===== src/rtl/video_timing_det_if.sv =====
// rtl/video_timing_det_if.sv - parallel video input stream bundle (data, enable, syncs)
interface video_timing_det_if #(
   parameter int DATA_WIDTH = 16
);
   logic [DATA_WIDTH-1:0] din;
   logic                  en_in;
   logic                  hs_in;
   logic                  vs_in;

   modport master (output din, en_in, hs_in, vs_in);
   modport slave  (input  din, en_in, hs_in, vs_in);
endinterface


===== src/rtl/video_timing_det.sv =====
// rtl/video_timing_det.sv - video timing geometry detector with lock tracking; VIDEO_DET_CHECKSUM_EN adds frame_sum
module video_timing_det #(
   parameter int DATA_WIDTH  = 16,
   parameter int LOCK_FRAMES = 2,
   parameter int TIMEOUT_POW = 24
) (
   input  logic                clk,
   input  logic                rst,
   video_timing_det_if.slave   vid,
   output logic [15:0]         frame_width,
   output logic [15:0]         frame_height,
   output logic [15:0]         active_width,
   output logic [15:0]         active_height,
   output logic [15:0]         hact_start,
   output logic [15:0]         vact_start,
   output logic [15:0]         hsync_width,
   output logic [15:0]         vsync_lines,
   output logic                meas_valid,
   output logic                locked,
   output logic                lock_lost,
   output logic [15:0]         frame_cnt
`ifdef VIDEO_DET_CHECKSUM_EN
   ,
   output logic [31:0]         frame_sum
`endif
);

   typedef enum logic [1:0] {S_IDLE, S_MEAS, S_LOCKED} state_t;

   // Published measurement set; also the reference for the lock comparison.
   typedef struct packed {
      logic [15:0] fw;
      logic [15:0] fh;
      logic [15:0] aw;
      logic [15:0] ah;
      logic [15:0] hst;
      logic [15:0] vst;
      logic [15:0] hsw;
      logic [15:0] vsl;
`ifdef VIDEO_DET_CHECKSUM_EN
      logic [31:0] sum;
`endif
   } meas_t;

   // Statistics of the line currently being received.
   typedef struct packed {
      logic [15:0] hsw;
      logic [15:0] en_cnt;
      logic [15:0] en_st;
      logic [1:0]  en_rises;
   } line_t;

   // Statistics of the frame currently being received.
   typedef struct packed {
      logic        first_done;
      logic        act_seen;
      logic        incons;
      logic        sat;
      logic [15:0] period;
      logic [15:0] aw;
      logic [15:0] ast;
      logic [15:0] ah;
      logic [15:0] vst;
      logic [15:0] hsw;
      logic [15:0] lines;
      logic [15:0] vsl;
      logic [15:0] line_idx;
`ifdef VIDEO_DET_CHECKSUM_EN
      logic [31:0] sum;
`endif
   } acc_t;

   localparam logic [TIMEOUT_POW:0] TO_MAX = {1'b1, {TIMEOUT_POW{1'b0}}};
   localparam logic [3:0]           LOCK_N = 4'(LOCK_FRAMES);

   function automatic logic [15:0] inc16(input logic [15:0] v);
      return (v == 16'hFFFF) ? v : v + 16'd1;
   endfunction

   logic en_q, hs_q, vs_q, en_q2, hs_q2, vs_q2;
`ifdef VIDEO_DET_CHECKSUM_EN
   logic [DATA_WIDTH-1:0] din_q;
`endif
   logic en_rise, hs_rise, vs_rise;

   logic [15:0]      hcnt_q, hcnt_d;
   line_t            ln_q, ln_d;
   acc_t             acc_q, acc_d, le;
   meas_t            pub_q, pub_d, pub_new;
   logic             frame_ok, frame_good;
   state_t           state_q, state_d;
   logic [3:0]       match_q, match_d, match_inc;
   logic             locked_q, locked_d, lock_lost_q, lock_lost_d;
   logic             meas_valid_q, meas_valid_d;
   logic [15:0]      fcnt_q, fcnt_d;
   logic [TIMEOUT_POW:0] to_q, to_d;

   assign en_rise = en_q & ~en_q2;
   assign hs_rise = hs_q & ~hs_q2;
   assign vs_rise = vs_q & ~vs_q2;

   // Input stage: one register for the stream, a second copy for edge detection.
   always_ff @(posedge clk) begin
      if (rst) begin
         en_q  <= 1'b0;
         hs_q  <= 1'b0;
         vs_q  <= 1'b0;
         en_q2 <= 1'b0;
         hs_q2 <= 1'b0;
         vs_q2 <= 1'b0;
`ifdef VIDEO_DET_CHECKSUM_EN
         din_q <= '0;
`endif
      end else begin
         en_q  <= vid.en_in;
         hs_q  <= vid.hs_in;
         vs_q  <= vid.vs_in;
         en_q2 <= en_q;
         hs_q2 <= hs_q;
         vs_q2 <= vs_q;
`ifdef VIDEO_DET_CHECKSUM_EN
         din_q <= vid.din;
`endif
      end
   end

   // Line/frame accumulators: close the line on hs rise first, then open a new frame on vs rise.
   always_comb begin
      hcnt_d = hs_rise ? 16'd0 : inc16(hcnt_q);
      le     = acc_q;
      ln_d   = ln_q;

      if (hs_rise) begin
         if (!le.first_done) begin
            le.first_done = 1'b1;
            le.period     = hcnt_q + 16'd1;
         end else if (hcnt_q + 16'd1 != le.period) begin
            le.incons = 1'b1;
         end
         le.hsw = ln_q.hsw;
         if (ln_q.en_rises > 2'd1) le.incons = 1'b1;
         if (ln_q.en_cnt != 16'd0) begin
            if (!le.act_seen) begin
               le.act_seen = 1'b1;
               le.aw       = ln_q.en_cnt;
               le.ast      = ln_q.en_st;
               le.vst      = acc_q.line_idx;
            end else if (ln_q.en_cnt != le.aw || ln_q.en_st != le.ast) begin
               le.incons = 1'b1;
            end
            le.ah = inc16(le.ah);
         end
         ln_d = '0;
      end

      // The current cycle contributes to the (possibly just opened) line.
      if (hs_q) ln_d.hsw = inc16(ln_d.hsw);
      if (en_q) ln_d.en_cnt = inc16(ln_d.en_cnt);
      if (en_rise) begin
         ln_d.en_st = hcnt_d;
         if (ln_d.en_rises != 2'd2) ln_d.en_rises = ln_d.en_rises + 2'd1;
      end

      pub_new.fw  = le.period;
      pub_new.fh  = le.lines;
      pub_new.aw  = le.aw;
      pub_new.ah  = le.ah;
      pub_new.hst = le.ast;
      pub_new.vst = le.vst;
      pub_new.hsw = le.hsw;
      pub_new.vsl = le.vsl;
`ifdef VIDEO_DET_CHECKSUM_EN
      pub_new.sum = le.sum;
`endif
      frame_ok = !le.incons && !le.sat;

      if (vs_rise) begin
         acc_d       = '0;
         acc_d.lines = hs_rise ? 16'd1 : 16'd0;
         acc_d.vsl   = hs_rise ? 16'd1 : 16'd0;
`ifdef VIDEO_DET_CHECKSUM_EN
         acc_d.sum   = en_q ? 32'(din_q) : 32'd0;
`endif
      end else begin
         acc_d = le;
         if (hs_rise) begin
            acc_d.line_idx = inc16(le.line_idx);
            acc_d.lines    = inc16(le.lines);
            if (vs_q) acc_d.vsl = inc16(le.vsl);
         end
         if (hcnt_d == 16'hFFFF || le.lines == 16'hFFFF) acc_d.sat = 1'b1;
`ifdef VIDEO_DET_CHECKSUM_EN
         if (en_q) acc_d.sum = le.sum + 32'(din_q);
`endif
      end
   end

   // Accumulator registers.
   always_ff @(posedge clk) begin
      if (rst) begin
         hcnt_q <= '0;
         ln_q   <= '0;
         acc_q  <= '0;
      end else begin
         hcnt_q <= hcnt_d;
         ln_q   <= ln_d;
         acc_q  <= acc_d;
      end
   end

   // Lock FSM next state, publish and timeout decisions.
   always_comb begin
      state_d      = state_q;
      pub_d        = pub_q;
      match_d      = match_q;
      locked_d     = locked_q;
      lock_lost_d  = 1'b0;
      meas_valid_d = 1'b0;
      fcnt_d       = fcnt_q;
      to_d         = vs_rise ? '0 : ((to_q == TO_MAX) ? to_q : to_q + 1'b1);
      frame_good   = frame_ok && (pub_new == pub_q);
      match_inc    = (match_q == 4'hF) ? match_q : match_q + 4'd1;

      case (state_q)
         S_IDLE: begin
            if (vs_rise) state_d = S_MEAS;
         end
         S_MEAS, S_LOCKED: begin
            if (vs_rise) begin
               pub_d        = pub_new;
               meas_valid_d = 1'b1;
               fcnt_d       = fcnt_q + 16'd1;
               if (state_q == S_MEAS) begin
                  match_d = frame_good ? match_inc : 4'd0;
                  if (frame_good && match_inc == LOCK_N) begin
                     state_d  = S_LOCKED;
                     locked_d = 1'b1;
                  end
               end else if (!frame_good) begin
                  state_d     = S_MEAS;
                  locked_d    = 1'b0;
                  lock_lost_d = 1'b1;
                  match_d     = 4'd0;
               end
            end else if (to_d == TO_MAX) begin
               state_d     = S_IDLE;
               locked_d    = 1'b0;
               lock_lost_d = locked_q;
               match_d     = 4'd0;
            end
         end
         default: state_d = S_IDLE;
      endcase
   end

   // FSM state and published result registers.
   always_ff @(posedge clk) begin
      if (rst) begin
         state_q      <= S_IDLE;
         pub_q        <= '0;
         match_q      <= '0;
         locked_q     <= 1'b0;
         lock_lost_q  <= 1'b0;
         meas_valid_q <= 1'b0;
         fcnt_q       <= '0;
         to_q         <= '0;
      end else begin
         state_q      <= state_d;
         pub_q        <= pub_d;
         match_q      <= match_d;
         locked_q     <= locked_d;
         lock_lost_q  <= lock_lost_d;
         meas_valid_q <= meas_valid_d;
         fcnt_q       <= fcnt_d;
         to_q         <= to_d;
      end
   end

   assign frame_width   = pub_q.fw;
   assign frame_height  = pub_q.fh;
   assign active_width  = pub_q.aw;
   assign active_height = pub_q.ah;
   assign hact_start    = pub_q.hst;
   assign vact_start    = pub_q.vst;
   assign hsync_width   = pub_q.hsw;
   assign vsync_lines   = pub_q.vsl;
   assign meas_valid    = meas_valid_q;
   assign locked        = locked_q;
   assign lock_lost     = lock_lost_q;
   assign frame_cnt     = fcnt_q;
`ifdef VIDEO_DET_CHECKSUM_EN
   assign frame_sum     = pub_q.sum;
`endif

endmodule

===== src/flat_wrapper.sv =====
// flat-port wrapper written by rule: the top's interface ports become plain ports
module video_timing_det_flat 
#(
   parameter int DATA_WIDTH  = 16,
   parameter int LOCK_FRAMES = 2,
   parameter int TIMEOUT_POW = 24
)
  (clk, rst, frame_width, frame_height, active_width, active_height, hact_start, vact_start, hsync_width, vsync_lines, meas_valid, locked, lock_lost, frame_cnt, vid_din, vid_en_in, vid_hs_in, vid_vs_in);
  video_timing_det_if #(.DATA_WIDTH(DATA_WIDTH)) vid_i ();
  input  logic clk;
  input  logic rst;
  output logic [15:0] frame_width;
  output logic [15:0] frame_height;
  output logic [15:0] active_width;
  output logic [15:0] active_height;
  output logic [15:0] hact_start;
  output logic [15:0] vact_start;
  output logic [15:0] hsync_width;
  output logic [15:0] vsync_lines;
  output logic meas_valid;
  output logic locked;
  output logic lock_lost;
  output logic [15:0] frame_cnt;
  input wire logic [$bits(vid_i.din)-1:0] vid_din;
  input wire logic [$bits(vid_i.en_in)-1:0] vid_en_in;
  input wire logic [$bits(vid_i.hs_in)-1:0] vid_hs_in;
  input wire logic [$bits(vid_i.vs_in)-1:0] vid_vs_in;
  assign vid_i.din = vid_din;
  assign vid_i.en_in = vid_en_in;
  assign vid_i.hs_in = vid_hs_in;
  assign vid_i.vs_in = vid_vs_in;
  video_timing_det #(.DATA_WIDTH(DATA_WIDTH), .LOCK_FRAMES(LOCK_FRAMES), .TIMEOUT_POW(TIMEOUT_POW)) u_core (.clk(clk), .rst(rst), .vid(vid_i), .frame_width(frame_width), .frame_height(frame_height), .active_width(active_width), .active_height(active_height), .hact_start(hact_start), .vact_start(vact_start), .hsync_width(hsync_width), .vsync_lines(vsync_lines), .meas_valid(meas_valid), .locked(locked), .lock_lost(lock_lost), .frame_cnt(frame_cnt));
endmodule

===== config.mk =====
export PLATFORM = sky130hd
export DESIGN_NAME = video_timing_det_flat
export DESIGN_NICKNAME = d
export VERILOG_FILES = /design/src/rtl/video_timing_det_if.sv /design/src/rtl/video_timing_det.sv /design/src/flat_wrapper.sv
export SDC_FILE = /design/constraint.sdc
export NUM_CORES = 1
export LEC_CHECK = 0
export ABC_AREA = 0
export CORE_MARGIN = 2
export CORE_UTILIZATION = 58
export DETAILED_ROUTE_END_ITERATION = 10
export HOLD_SLACK_MARGIN = 0.02
export MAX_ROUTING_LAYER = met4
export PLACE_DENSITY = 0.82
export SLEW_MARGIN = 0
export SYNTH_ARGS = -nofsm -noshare
export SYNTH_HDL_FRONTEND = slang
export SYNTH_SLANG_ARGS = --single-unit

===== constraint.sdc =====
create_clock -name clk -period 5.4 [get_ports clk]
set_clock_uncertainty 0.1 [all_clocks]
set_input_delay 1.35 -clock clk [delete_from_list [all_inputs] [get_ports clk]]
set_output_delay 1.35 -clock clk [all_outputs]
set_load 0.1 [all_outputs]

# Yosys cells after proc, flatten, opt, wreduce, memory -nomap -nowiden
# Index checks and enable logic that the tools add are counted.
dict set report classes {
  addsub 11
  magnitude_cmp 1
  eq_ne 27
  muxes 54
  bitwise 8
  reduce_logical 24
}
# cell n
set ops {}
lappend ops {{2-to-1 mux 16 bit} 13}
lappend ops {{adder 16 x 1 -> 16 bit, second input constant} 8}
lappend ops {{== test 128 bit} 1}
lappend ops {{== test 16 bit, second input constant} 8}
lappend ops {{2-to-1 mux 48 bit} 2}
lappend ops {{2-to-1 mux 96 bit} 1}
lappend ops {{2-to-1 mux 64 bit} 1}
lappend ops {{== test 25 bit, second input constant} 2}
lappend ops {{2-to-1 mux 25 bit} 2}
lappend ops {{2-to-1 mux 50 bit} 1}
lappend ops {{!= test 16 bit} 3}
lappend ops {{2-to-1 mux 32 bit} 1}
lappend ops {{adder 25 x 1 -> 25 bit, second input constant} 1}
lappend ops {{2-to-1 mux 4 bit} 6}
lappend ops {{2-to-1 mux 1 bit} 18}
lappend ops {{2-to-1 mux 18 bit} 1}
lappend ops {{nonzero test 16 bit} 1}
lappend ops {{2-to-1 mux 2 bit} 7}
lappend ops {{!= test 4 bit, second input constant} 2}
lappend ops {{AND reduction 2 bit} 4}
lappend ops {{AND reduction 4 bit} 2}
lappend ops {{nonzero test 2 bit} 4}
lappend ops {{!= test 2 x 1 -> 1 bit, second input constant} 3}
lappend ops {{!= test 3 bit, second input constant} 2}
lappend ops {{other kinds (18)} 31}
dict set report word_totals {
  reg_bits 398
  in_bits 21
  out_inout_bits 147
}

# Logic depth before layout (Yosys ltp)
# Gate-level depths: netlist (run 1).
dict set report logic_depth {
  depth_word 17
  ltp_mapped 16
}

# Worst setup path before layout (run 1)
# Ideal clock, no wire load.
dict set report synth_path {
  kind {register to register}
  from {register u_core.ln_q[23] in the netlist's numbering}
  to {register u_core.state_q[1]}
  setup_ns 0.132
  arrival_time_ns 3.869
  t_required_ns 5.168
  setup_slack_ns 1.299
  path_stages_with_launch 14
  period_less_slack_ns 4.101
  path_cell_list {dfxtp_1 > buf_4 > or4_4 > o41ai_4 > mux2i_1 > xnor2_1 > or4_1 > or4_1 > nor4_1 > and4_1 > buf_6 > mux2_1 > nand4_1 > a21oi_1}
}
dict set report synth_via {
  elab_chain_cells 12
}
# element line_no
set synth_rtl {}
lappend synth_rtl {{start, declared} video_timing_det.sv:87} ;# line_t ln_q, ln_d;
lappend synth_rtl {{start signal, assigned} video_timing_det.sv:206} ;# ln_q <= ln_d;
lappend synth_rtl {{!= test 16 bit} video_timing_det.sv:148} ;# end else if (ln_q.en_cnt != le.aw || ln_q.en_st != le.ast) begin
lappend synth_rtl {{logical OR 1 bit} video_timing_det.sv:148}
lappend synth_rtl {{2-to-1 mux 1 bit} video_timing_det.sv:148}
lappend synth_rtl {{2-to-1 mux 1 bit} video_timing_det.sv:143} ;# if (!le.act_seen) begin
lappend synth_rtl {{2-to-1 mux 1 bit} video_timing_det.sv:142} ;# if (ln_q.en_cnt != 16'd0) begin
lappend synth_rtl {{2-to-1 mux 1 bit} video_timing_det.sv:133} ;# if (hs_rise) begin
lappend synth_rtl {{zero test 1 bit} video_timing_det.sv:175} ;# frame_ok = !le.incons && !le.sat;
lappend synth_rtl {{logical AND 1 bit} video_timing_det.sv:175}
lappend synth_rtl {{logical AND 1 bit (*)} video_timing_det.sv:221} ;# frame_good = frame_ok && (pub_new == pub_q);
lappend synth_rtl {{logical AND 1 bit} video_timing_det.sv:235} ;# if (frame_good && match_inc == LOCK_N) begin
lappend synth_rtl {{!= test 4 bit (no source line)} --}
lappend synth_rtl {{AND reduction 4 bit (no source line) (*)} --}
lappend synth_rtl {{end signal, assigned} video_timing_det.sv:268} ;# state_q <= state_d;
lappend synth_rtl {{end, declared} video_timing_det.sv:91} ;# state_t state_q, state_d;
# Mark *: on every way between the ends. The rest lies on a longest branch, timed or not.
# A chain may end at the register's enable or synchronous reset.

# Final worst setup path (run 1)
dict set report layout_path {
  from {register u_core.ln_q[18] in the netlist's numbering}
  to {register u_core.state_q[0]}
}
# The elaborated chain is that of the path after synthesis.

==> metrics.txt, run 1 <==
first-pass detailed-route iteration total=6; clk sinks=398; count of different cell masters after synthesis=83; Fmax=204 MHz; Mean Syn Cell Area=8.28 um2; worst rel slew slack=0.289; # nets final=2523; ys flop type=dfxtp_1; max-slew violations=0; status=finished, final reports clean; WL/cell=20.6 um; initial antenna violation count=0; P_leak=8.33 nW; GRT Total Usage=0.346; CTS buffer count=43; Final Setup Violations=0; MaxCap Viol Count=0; DRC violations left=0; vias in the first global route=16800; worst skew pair latency=0.54 ns; worst vdd ir=0.000254 V; WP data arrival=5.23 ns; vias per cell=6.10; Mapped Area=19600 um2; Placer Congestion=1.01; #FFs+latches synth=398; total wire length=61.1 mm; Core ar.=33400 um2; first-pass GRT wire length=94.8 mm; initial core utilization=0.587; Antenna Nets Post-Route=0; Root Buffer=clkbuf_16; Detail Placement HPWL=44.1 mm; Slew @ Worst Pin=1.06 ns; period utilization=0.906; worst path required time=5.74 ns; via count=18100; die footprint=35400 um2; global route overflow=0; hold crit path type=reg2reg; deepest clock path buffer count=3; hold depth=2; FF-to-FF path depth=12; number of synthesized flops with an enable pin=0; Syn. warnings=0; cells after synthesis=2373; Synth Net Count=2411; asr flop ratio synth=0; Clock Pin Slew Worst Setup and Hold Paths=0.06 ns; Non-Filler Instances=2966; Setup crit end kind=flop; CTS tree=built; H-tree levels=2; die height=188 um; kind of start point of the critical path=flop; minimum clock period=4.89 ns; Pwr per Cell Area=333 nW/um2; Worst Path Max Fanout=14; total power=7.72 mW; port bufs=151; diodes inserted=0; hold_ws=0.373 ns; largest net degree at the start of global routing=135; RSZ-0062 raised after global routing=no; Area growth syn-to-layout=17.8%; Rows=67; final core utilization=0.692; sequential area share after synthesis=0.406; IO Count=168; fraction of layout cells with a size suffix above 1=0.0667; Final Hold Viols=0; CP Class=reg2reg; DR iter-0 viols=1712; setup TNS=0 ns; die width=188 um; DP Cell Count=2883
cell usage after synthesis (5+ instances only):
master | instances | area share
a2111oi_0 | 9 | 0.0040
a211oi_1 | 89 | 0.034
a21oi_1 | 127 | 0.032
a22oi_1 | 10 | 0.0038
a311oi_1 | 11 | 0.0049
a31oi_1 | 22 | 0.0070
a32oi_1 | 6 | 0.0027
and2_1 | 22 | 0.0070
and3_1 | 27 | 0.0086
and4_1 | 15 | 0.0067
buf_1 | 12 | 0.0023
buf_2 | 7 | 0.0018
buf_6 | 5 | 0.0029
clkbuf_1 | 123 | 0.023
dfxtp_1 | 398 | 0.41
ha_1 | 17 | 0.011
inv_1 | 63 | 0.012
mux2i_1 | 73 | 0.037
nand2_1 | 200 | 0.038
nand2b_1 | 21 | 0.0067
nand3_1 | 79 | 0.020
nand3b_1 | 8 | 0.0031
nand4_1 | 53 | 0.017
nor2_1 | 392 | 0.075
nor2b_1 | 41 | 0.013
nor3_1 | 48 | 0.012
nor3b_1 | 6 | 0.0023
nor4_1 | 28 | 0.0089
o2111ai_1 | 15 | 0.0067
o211ai_1 | 5 | 0.0019
o21a_1 | 5 | 0.0019
o21ai_0 | 45 | 0.011
o221ai_1 | 8 | 0.0036
o22ai_1 | 13 | 0.0041
o31ai_1 | 9 | 0.0034
or2_2 | 6 | 0.0019
or3_1 | 11 | 0.0035
or4_1 | 13 | 0.0050
xnor2_1 | 143 | 0.064
xor2_1 | 106 | 0.047
cell type report:
class | instances | area, um2
Multi-Input combinational cell | 1762 | 10800
Fill cell | 2658 | 10300
Clock buffer | 60 | 1250
Timing Repair Buffer | 217 | 2070
Tap cell | 448 | 561
Clock inverter | 18 | 211
Inverter | 63 | 236
Sequential cell | 398 | 7970
sequential cells by signal (all words and copies together) (netlist names), 2 cells and up:
signal	flops
u_core.active_height	16
u_core.active_width	16
u_core.state_q	2
u_core.hsync_width	16
u_core.vsync_lines	16
u_core.vact_start	16
u_core.frame_height	16
u_core.match_q	4
u_core.ln_q	50
u_core.frame_cnt	16
u_core.hcnt_q	16
u_core.hact_start	16
u_core.to_q	25
u_core.frame_width	16
u_core.acc_q	148
cell usage in the layout, fill, tap and decap left out, types with 13 or more instances in the layout:
cell,synthesis,final
nand2_1,200,199
nand2b_1,21,19
or4_1,13,13
nand3_1,79,79
nor3_1,48,48
inv_1,63,63
a31oi_1,22,22
and3_1,27,27
dfxtp_1,398,398
o22ai_1,13,13
a211oi_1,89,89
o21ai_0,45,45
mux2i_1,73,73
nor4_1,28,28
clkbuf_16,0,43
xor2_1,106,106
clkdlybuf4s50_1,0,150
nor2b_1,41,40
o2111ai_1,15,15
ha_1,17,17
a21oi_1,127,127
and2_1,22,21
xnor2_1,143,143
and4_1,15,15
buf_4,2,61
nand4_1,53,53
nor2_1,392,392
cells by family (layout without fill, tap and decap cells):
group	count (synthesis)	count (layout)	share of synthesized area
and+or+nand+nor	987	987	0.237
AOI/OAI and AO/OA	430	430	0.150
xor gates and xnor gates	250	250	0.112
DFF	398	398	0.406
muxes	77	77	0.0395
adders and majority gates	18	18	0.0113
buffers and inverters	213	358	0.0440
critical path, cell delays in order, from the launching register on:
cell       delay [ns]
dfxtp_1          0.38
or4_1            0.68
o41a_1           0.70
mux2i_1          0.24
a2111oi_0        0.59
o2111ai_1        0.24
or4_1            0.55
nor4_1           0.22
and4_1           0.33
buf_12           0.17
mux2i_1          0.27
nor2_1           0.08
o31ai_1          0.22
timing repair:
| item | 4_1_cts | 5_1_grt |
|---|---|---|
| resized for setup | 0 | 0 |
| hold buffers | 0 | 0 |
| setup buffers | 0 | 5 |
| setup endpoints to repair | 0 | 4 |
routing by layer:
metal	wire, um	global-route usage
met3	4320	0.0537
met1	26400	0.455
met5	0	-
met4	2400	0.126
met2	28000	0.542
metrics by stage:
| stage | instance area (um2) | worst slack [ns] |
|---|---|---|
| 2_1_floorplan | 19600 | 1.30 |
| 4_1_cts | 23100 | 0.119 |
| 3_3_place_gp | 21600 | 0.127 |
| 3_5_place_dp | 21600 | 0.106 |
| 6_report | 23100 | 0.508 |
| 5_1_grt | 23100 | 0.357 |
report_power, final:
part / internal (mW) / switching [mW] / leakage (nW) / total, mW
Clock: 1.81 / 1.23 / 0.727 / 3.05
Combinational: 0.420 / 1.08 / 4.39 / 1.49
Sequential: 3.03 / 0.141 / 3.21 / 3.18
path summary, 6_finish.rpt:
path                         from                 to  slack [ns]
setup / recovery  u_core.ln_q[18]  u_core.state_q[0]        0.51
hold / removal     u_core.ln_q[0]     u_core.ln_q[0]        0.37
setup reg to reg  u_core.ln_q[18]  u_core.state_q[0]        0.51
hold reg to reg    u_core.ln_q[0]     u_core.ln_q[0]        0.37
Note: power is estimated with default switching activity, not from simulation.
==> run 2, diff against run 1 <==
- GPL_TIMING_DRIVEN: unset -> 0
==> run 2 against run 1 <==
Net effect:
- sequential power hardly changed
- worst setup slack worse by 0.46 ns
- clock power up 6.9%
- total power rose by 4.0%
- combinational power increased by 7%
- final area rose by 0.66%
- largest power group is now clock
- critical path depth rose by 3
- critical path type unchanged
- sequential cell count did not move
- via count up 7.2%
- sequential share of layout area shrank 0.23 points
- highest routed layer unchanged
- wire length is 20% higher
==> metrics.txt, run 2 (same netlist as run 1, synthesis figures left out) <==
status=finished, final reports clean; deepest clock path buffer count=3 (unchanged); port bufs=151 (unchanged); Max Used Layer=met4; initial core utilization=0.587 (unchanged); cell repeated most along the worst path=buf_6; initial antenna violation count=0 (unchanged); P_leak=8.26 nW (-0.83%); MaxCap Viol Count=0 (unchanged); CP max-delay cell=or4_1; Crit. Startpoint=u_core.ln_q[24]; r2r setup slk=0.05 ns (-0.46 ns); first-pass detailed-route iteration total=7 (+1); via count=19400 (+7.2%); register share of total power=0.396 (-0.016); worst path required time=5.71 ns (-0.03 ns); worst vdd ir=0.000289 V (+14%); Setup crit end=u_core.state_q[1]; WL/cell=24.1 um (+17%); Pwr per Cell Area=344 nW/um2 (+3.3%); die width=188 um (unchanged); routed length on met1=29.4 mm (+11%); first-pass GRT wire length=110 mm (+16%); RSZ-0062 raised after global routing=no; Net Sw Frac=0.323 (+0.00556); IO Count=168 (unchanged); CTS buffer count=42 (-2.3%); worst-path cell chain=clkbuf_1 -> or4_1 -> o41ai_4 -> buf_6 -> buf_8 -> buf_6 -> mux2i_1 -> xor2_1 -> nand4_1 -> nor4_1 -> and4_1 -> buf_6 -> mux2_1 -> nand4_1 -> a21oi_1; reg2reg start=u_core.ln_q[24]; commonest non-fill, non-tap cell in the layout=dfxtp_1; largest net degree at the start of global routing=20 (-85%); GRT Total Usage=0.419 (+0.0727); vias in the first global route=18100 (+7.8%); fraction of layout cells with a size suffix above 1=0.0438 (-0.0229); DP Cell Count=2973 (+3.1%); max reg flops=148 (unchanged); H-tree levels=2 (unchanged); Fmax=187 MHz (-8.5%); met3 wire length=7.60 mm (+76%); Top reg by flops=u_core.acc_q; CP Class=reg2reg; # nets final=2607 (+3.3%); Detail Placement HPWL=54.7 mm (+24%); Root Buffer=clkbuf_16; Logic pwr share=0.198 (+0.004); final core utilization=0.696 (+0.00456); kind of start point of the critical path=flop; r2r endpoint=u_core.state_q[1]; Non-Filler Instances=3048 (+2.8%); Worst Path Max Fanout=10 (-4); Final Setup Violations=0 (unchanged); Placer Congestion=1.10 (+8.4%); most frequent cells in the layout=dfxtp_1 (398), nor2_1 (392), nand2_1 (200); period utilization=0.990 (+0.0844); clk sinks=398 (unchanged); met2 WL=32.3 mm (+15%); die footprint=35400 um2 (unchanged); DR iter-0 viols=2261 (+32%); Area growth syn-to-layout=18.6%; WP data arrival=5.65 ns (+0.42 ns); global route overflow=0 (unchanged); FF-to-FF path depth=15 (+3); slowest stage delay, CP=0.67 ns (-0.03 ns); biggest regs=u_core.acc_q (148), u_core.ln_q (50), u_core.to_q (25); Antenna Nets Post-Route=0 (unchanged); Rows=67 (unchanged); NetSw=2.59 mW (+5.8%); max-slew violations=0 (unchanged); clock share of power=0.406 (+0.011); die height=188 um (unchanged); Core ar.=33400 um2 (unchanged); Setup crit end kind=flop; total wire length=73.5 mm (+20%); Clock Pin Slew Worst Setup and Hold Paths=0.06 ns (about the same); Slew @ Worst Pin=1.09 ns (+0.0313 ns); vias per cell=6.36 (+4.3%); diodes inserted=0 (unchanged); worst rel slew slack=0.271 (-0.0187); hold_ws=0.387 ns (+0.0146 ns); minimum clock period=5.35 ns (+0.456 ns); worst skew pair latency=0.59 ns (+0.05 ns); DRC violations left=0 (unchanged); hold crit path type=reg2reg; CTS tree=built; Final Hold Viols=0 (unchanged); total power=8.02 mW (+4.0%); Int Pwr=5.43 mW (+3.1%)
==> run 2: cell count changes in the layout (fill, tap and decap cells not counted), moves of 3 or more <==
cell and change:
buf_1 +12, inv_6 -5, clkbuf_1 +121, buf_2 +7, bufinv_16 +3, clkinv_2 -4, buf_12 -5, buf_6 +4
buf_4 -57
==> run 2: how the worst min path moves through the flow <==
stage,startpoint,to,slack (ns),cells after the start
2_1_floorplan,u_core.ln_q[0],u_core.ln_q[0],0.35,2
3_3_place_gp,u_core.ln_q[0],u_core.ln_q[0],0.36,2
3_5_place_dp,u_core.vsync_lines[4],u_core.vsync_lines[4],0.37,2
4_1_cts,u_core.vsync_lines[4],u_core.vsync_lines[4],0.38,2
5_1_grt,u_core.frame_height[6],u_core.frame_height[6],0.41,2
6_report,u_core.frame_height[10],u_core.frame_height[10],0.39,2
==> run 2: timing repair <==
item | 4_1_cts | 5_1_grt
setup buffers | 1 | 0
gates resized for setup | 1 | 4
cloned | 0 | 0
hold buffers | 0 | 0
pin swaps | 1 | 0
endpoints found under the setup margin | 8 | 11
==> run 2: area by class of cell <==
| type | instances | area (um2) |
|---|---|---|
| Buffer | 149 | 626 |
| Clock buffer | 61 | 1290 |
| Clock inverter | 14 | 254 |
| Fill cell | 2660 | 10200 |
| Inverter | 63 | 236 |
| Multi-Input combinational cell | 1762 | 10800 |
| Sequential cell | 398 | 7970 |
| Tap cell | 448 | 561 |
| Timing Repair Buffer | 153 | 1530 |
==> run 2: layer usage <==
layer,vias up,track usage
met1,9280,0.529
met4,0,0.208
met5,-,-
met3,244,0.0870
met2,1168,0.638
li1,8694,-
==> run 2: worst max-delay path: cells and delay by family (launching register included) <==
kind            cells  cell delay (ns)
mux                 2             0.67
compound gates      2             0.57
xor+xnor            1             0.31
simple gates        5             2.06
buf+inv             5             1.16
flops               1             0.30
==> run 2: per-stage QoR <==
step | setup TNS, ns | setup WS, ns | area [um2]
after detailed placement | -2.12 | -0.436 | 21700
after floorplan | 0 | 1.30 | 19600
after CTS | 0 | 0.0540 | 23300
final | 0 | 0.0527 | 23300
after global routing | 0 | 0.00791 | 23300
after global placement | -2.07 | -0.433 | 21700
==> run 2: power by group through the flow <==
stage / sequential, mW / combinational, mW / clock [mW]
after floorplan: 3.71 / 0.570 / 0
after global placement: 3.23 / 1.53 / 0
after detailed placement: 3.23 / 1.55 / 0
after CTS: 3.17 / 1.56 / 3.25
after global routing: 3.18 / 1.65 / 3.36
final: 3.17 / 1.59 / 3.26
==> run 3, diff against run 2 <==
- clock period: 5.4 -> 6.1 ns (I/O delays scaled with it)
==> run 3 against run 2 <==
Net effect:
- the run now ends with DRC left
- fmax decreased by 11%
- utilization is essentially flat
- global-route usage barely moved
- wire length increased by 0.20%
- critical path depth down 2
- register-to-register slack better by 0.02 ns
- largest cell class unchanged
==> metrics.txt, run 3 (same netlist as run 1, synthesis figures left out) <==
status=finished with violations; violated checks=DRC; met2 GRT Util=0.634 (-0.00440); GR Util met1=0.534 (+0.00578); Slew @ Worst Pin=1.33 ns (+0.233 ns); Pwr per Cell Area=305 nW/um2 (-11%); hold buffers post-CTS=0 (unchanged); die footprint=35400 um2 (unchanged); Setup crit end kind=flop; global route overflow=0 (unchanged); GRT Total Usage=0.419 (about the same); vias per cell=6.33 (-0.40%); Antenna Nets Post-Route=0 (unchanged); kind of start point of the critical path=flop; CP Class=reg2reg; Final Hold Viols=0 (unchanged); CTS tree=built; total power=7.11 mW (-11%); clk sinks=398 (unchanged); cts repair resizes=0 (-1); H-tree levels=2 (unchanged); Rows=67 (unchanged); first-pass GRT wire length=110 mm (about the same); vias in the first global route=18100 (+0.23%); most frequent cells in the layout=dfxtp_1 (398), nor2_1 (392), nand2_1 (200); largest net degree at the start of global routing=15 (-25%); first-pass detailed-route iteration total=11 (+4); Area growth syn-to-layout=18.5% (about the same); P_leak=8.25 nW (about the same); Worst Path Max Fanout=10 (unchanged); die width=188 um (unchanged); WP data arrival=6.34 ns (+0.69 ns); biggest regs=u_core.acc_q (148), u_core.ln_q (50), u_core.to_q (25); commonest non-fill, non-tap cell in the layout=dfxtp_1; Fmax=166 MHz (-11%); Top reg by flops=u_core.acc_q; worst vdd ir=0.000255 V (-12%); r2r setup slk=0.08 ns (+0.02 ns); RSZ-0062 raised after global routing=no; max-slew violations=0 (unchanged); hold crit path type=reg2reg; worst rel slew slack=0.0923 (-0.178); initial antenna violation count=0 (unchanged); worst skew pair latency=0.58 ns (about the same); fraction of layout cells with a size suffix above 1=0.0427 (-0.00115); total wire length=73.7 mm (+0.20%); via count=19300 (-0.40%); # nets final=2607 (unchanged); Detail Placement HPWL=54.7 mm (unchanged); WL/cell=24.2 um (+0.20%); gr busiest metal=met2; DR iter-0 viols=2192 (-3.1%); period utilization=0.988 (-0.00267); Core ar.=33400 um2 (unchanged); setup TNS=0 ns (unchanged); GR Layer Usage met3=0.0790 (-0.00805); final-layout fill cell count=2659 (-0.038%); initial core utilization=0.587 (unchanged); deepest clock path buffer count=3 (unchanged); Clock Pin Slew Worst Setup and Hold Paths=0.06 ns (about the same); worst path required time=6.41 ns (+0.70 ns); Root Buffer=clkbuf_16; max reg flops=148 (unchanged); die height=188 um (unchanged); IO Count=168 (unchanged); minimum clock period=6.02 ns (+0.677 ns); DRC violations left=1 (+1); CTS buffer count=42 (unchanged); port bufs=151 (unchanged); Final Setup Violations=0 (unchanged); MaxCap Viol Count=0 (unchanged); diodes inserted=0 (unchanged); Placer Congestion=1.10 (unchanged); Setup Fix Bufs, Post-CTS=0 (-1)
run 3: changes by cell type in the layout (fill, tap and decap cells not counted):
cell / delta
a2111oi_0: +1
a2111oi_1: -1
a41oi_1: +1
a41oi_2: -1
buf_4: -1
clkbuf_1: +2
clkbuf_2: -1
run 3: final cells by class:
class                      count  area [um2]  area share
clock buffer                  61        1290      0.0552
multi-input combinational   1762       10800       0.465
tap                          448         561      0.0241
buffer                       150         628      0.0270
inverter                      63         236      0.0102
clock inverter                14         254      0.0109
timing repair buffer         152        1520      0.0652
sequential                   398        7970       0.342
run 3: path summary, 6_finish.rpt:
path / from / end / cells past startpoint
min reg2reg: u_core.vsync_lines[4] / u_core.vsync_lines[4] / 2
max: u_core.hs_q / u_core.state_q[1] / 13
min: u_core.vsync_lines[4] / u_core.vsync_lines[4] / 2
max reg2reg: u_core.hs_q / u_core.state_q[1] / 13
run 3: report_power, final:
| group | internal, mW | switching, mW | leakage [nW] |
|---|---|---|---|
| combinational | 0.363 | 1.05 | 4.28 |
| sequential | 2.69 | 0.125 | 3.21 |
| clock | 1.76 | 1.13 | 0.753 |
run 3: layer usage:
metal,up-vias,part of all wire
met4,0,0.059
met2,1168,0.44
li1,8689,-
met1,9205,0.40
met5,-,0
met3,247,0.10
run 3: critical path: stages (launching register included):
cell and delay, ns:
dfxtp_1 0.57, nor2b_1 0.49, buf_2 0.43, clkbuf_1 0.79, o22ai_1 0.18, a2111oi_0 1.18, nand4_1 0.29, a2111o_1 0.53
nor4_1 0.29, and4_1 0.30, buf_6 0.18, mux2_1 0.36, nand4_1 0.11, a21oi_1 0.07
run 3: stage by stage:
stage          area, um2   util  cells  hold slack [ns]  setup slack, ns
4_1_cts            23300  0.696   3048            0.383            0.234
3_5_place_dp       21700  0.650   2973            0.374            0.264
5_1_grt            23300  0.696   3048            0.413           0.0988
6_report           23300  0.696   3048            0.383           0.0758
2_1_floorplan      19600      -   2373            0.348             2.00
3_3_place_gp       21700  0.649   2972            0.356            0.267
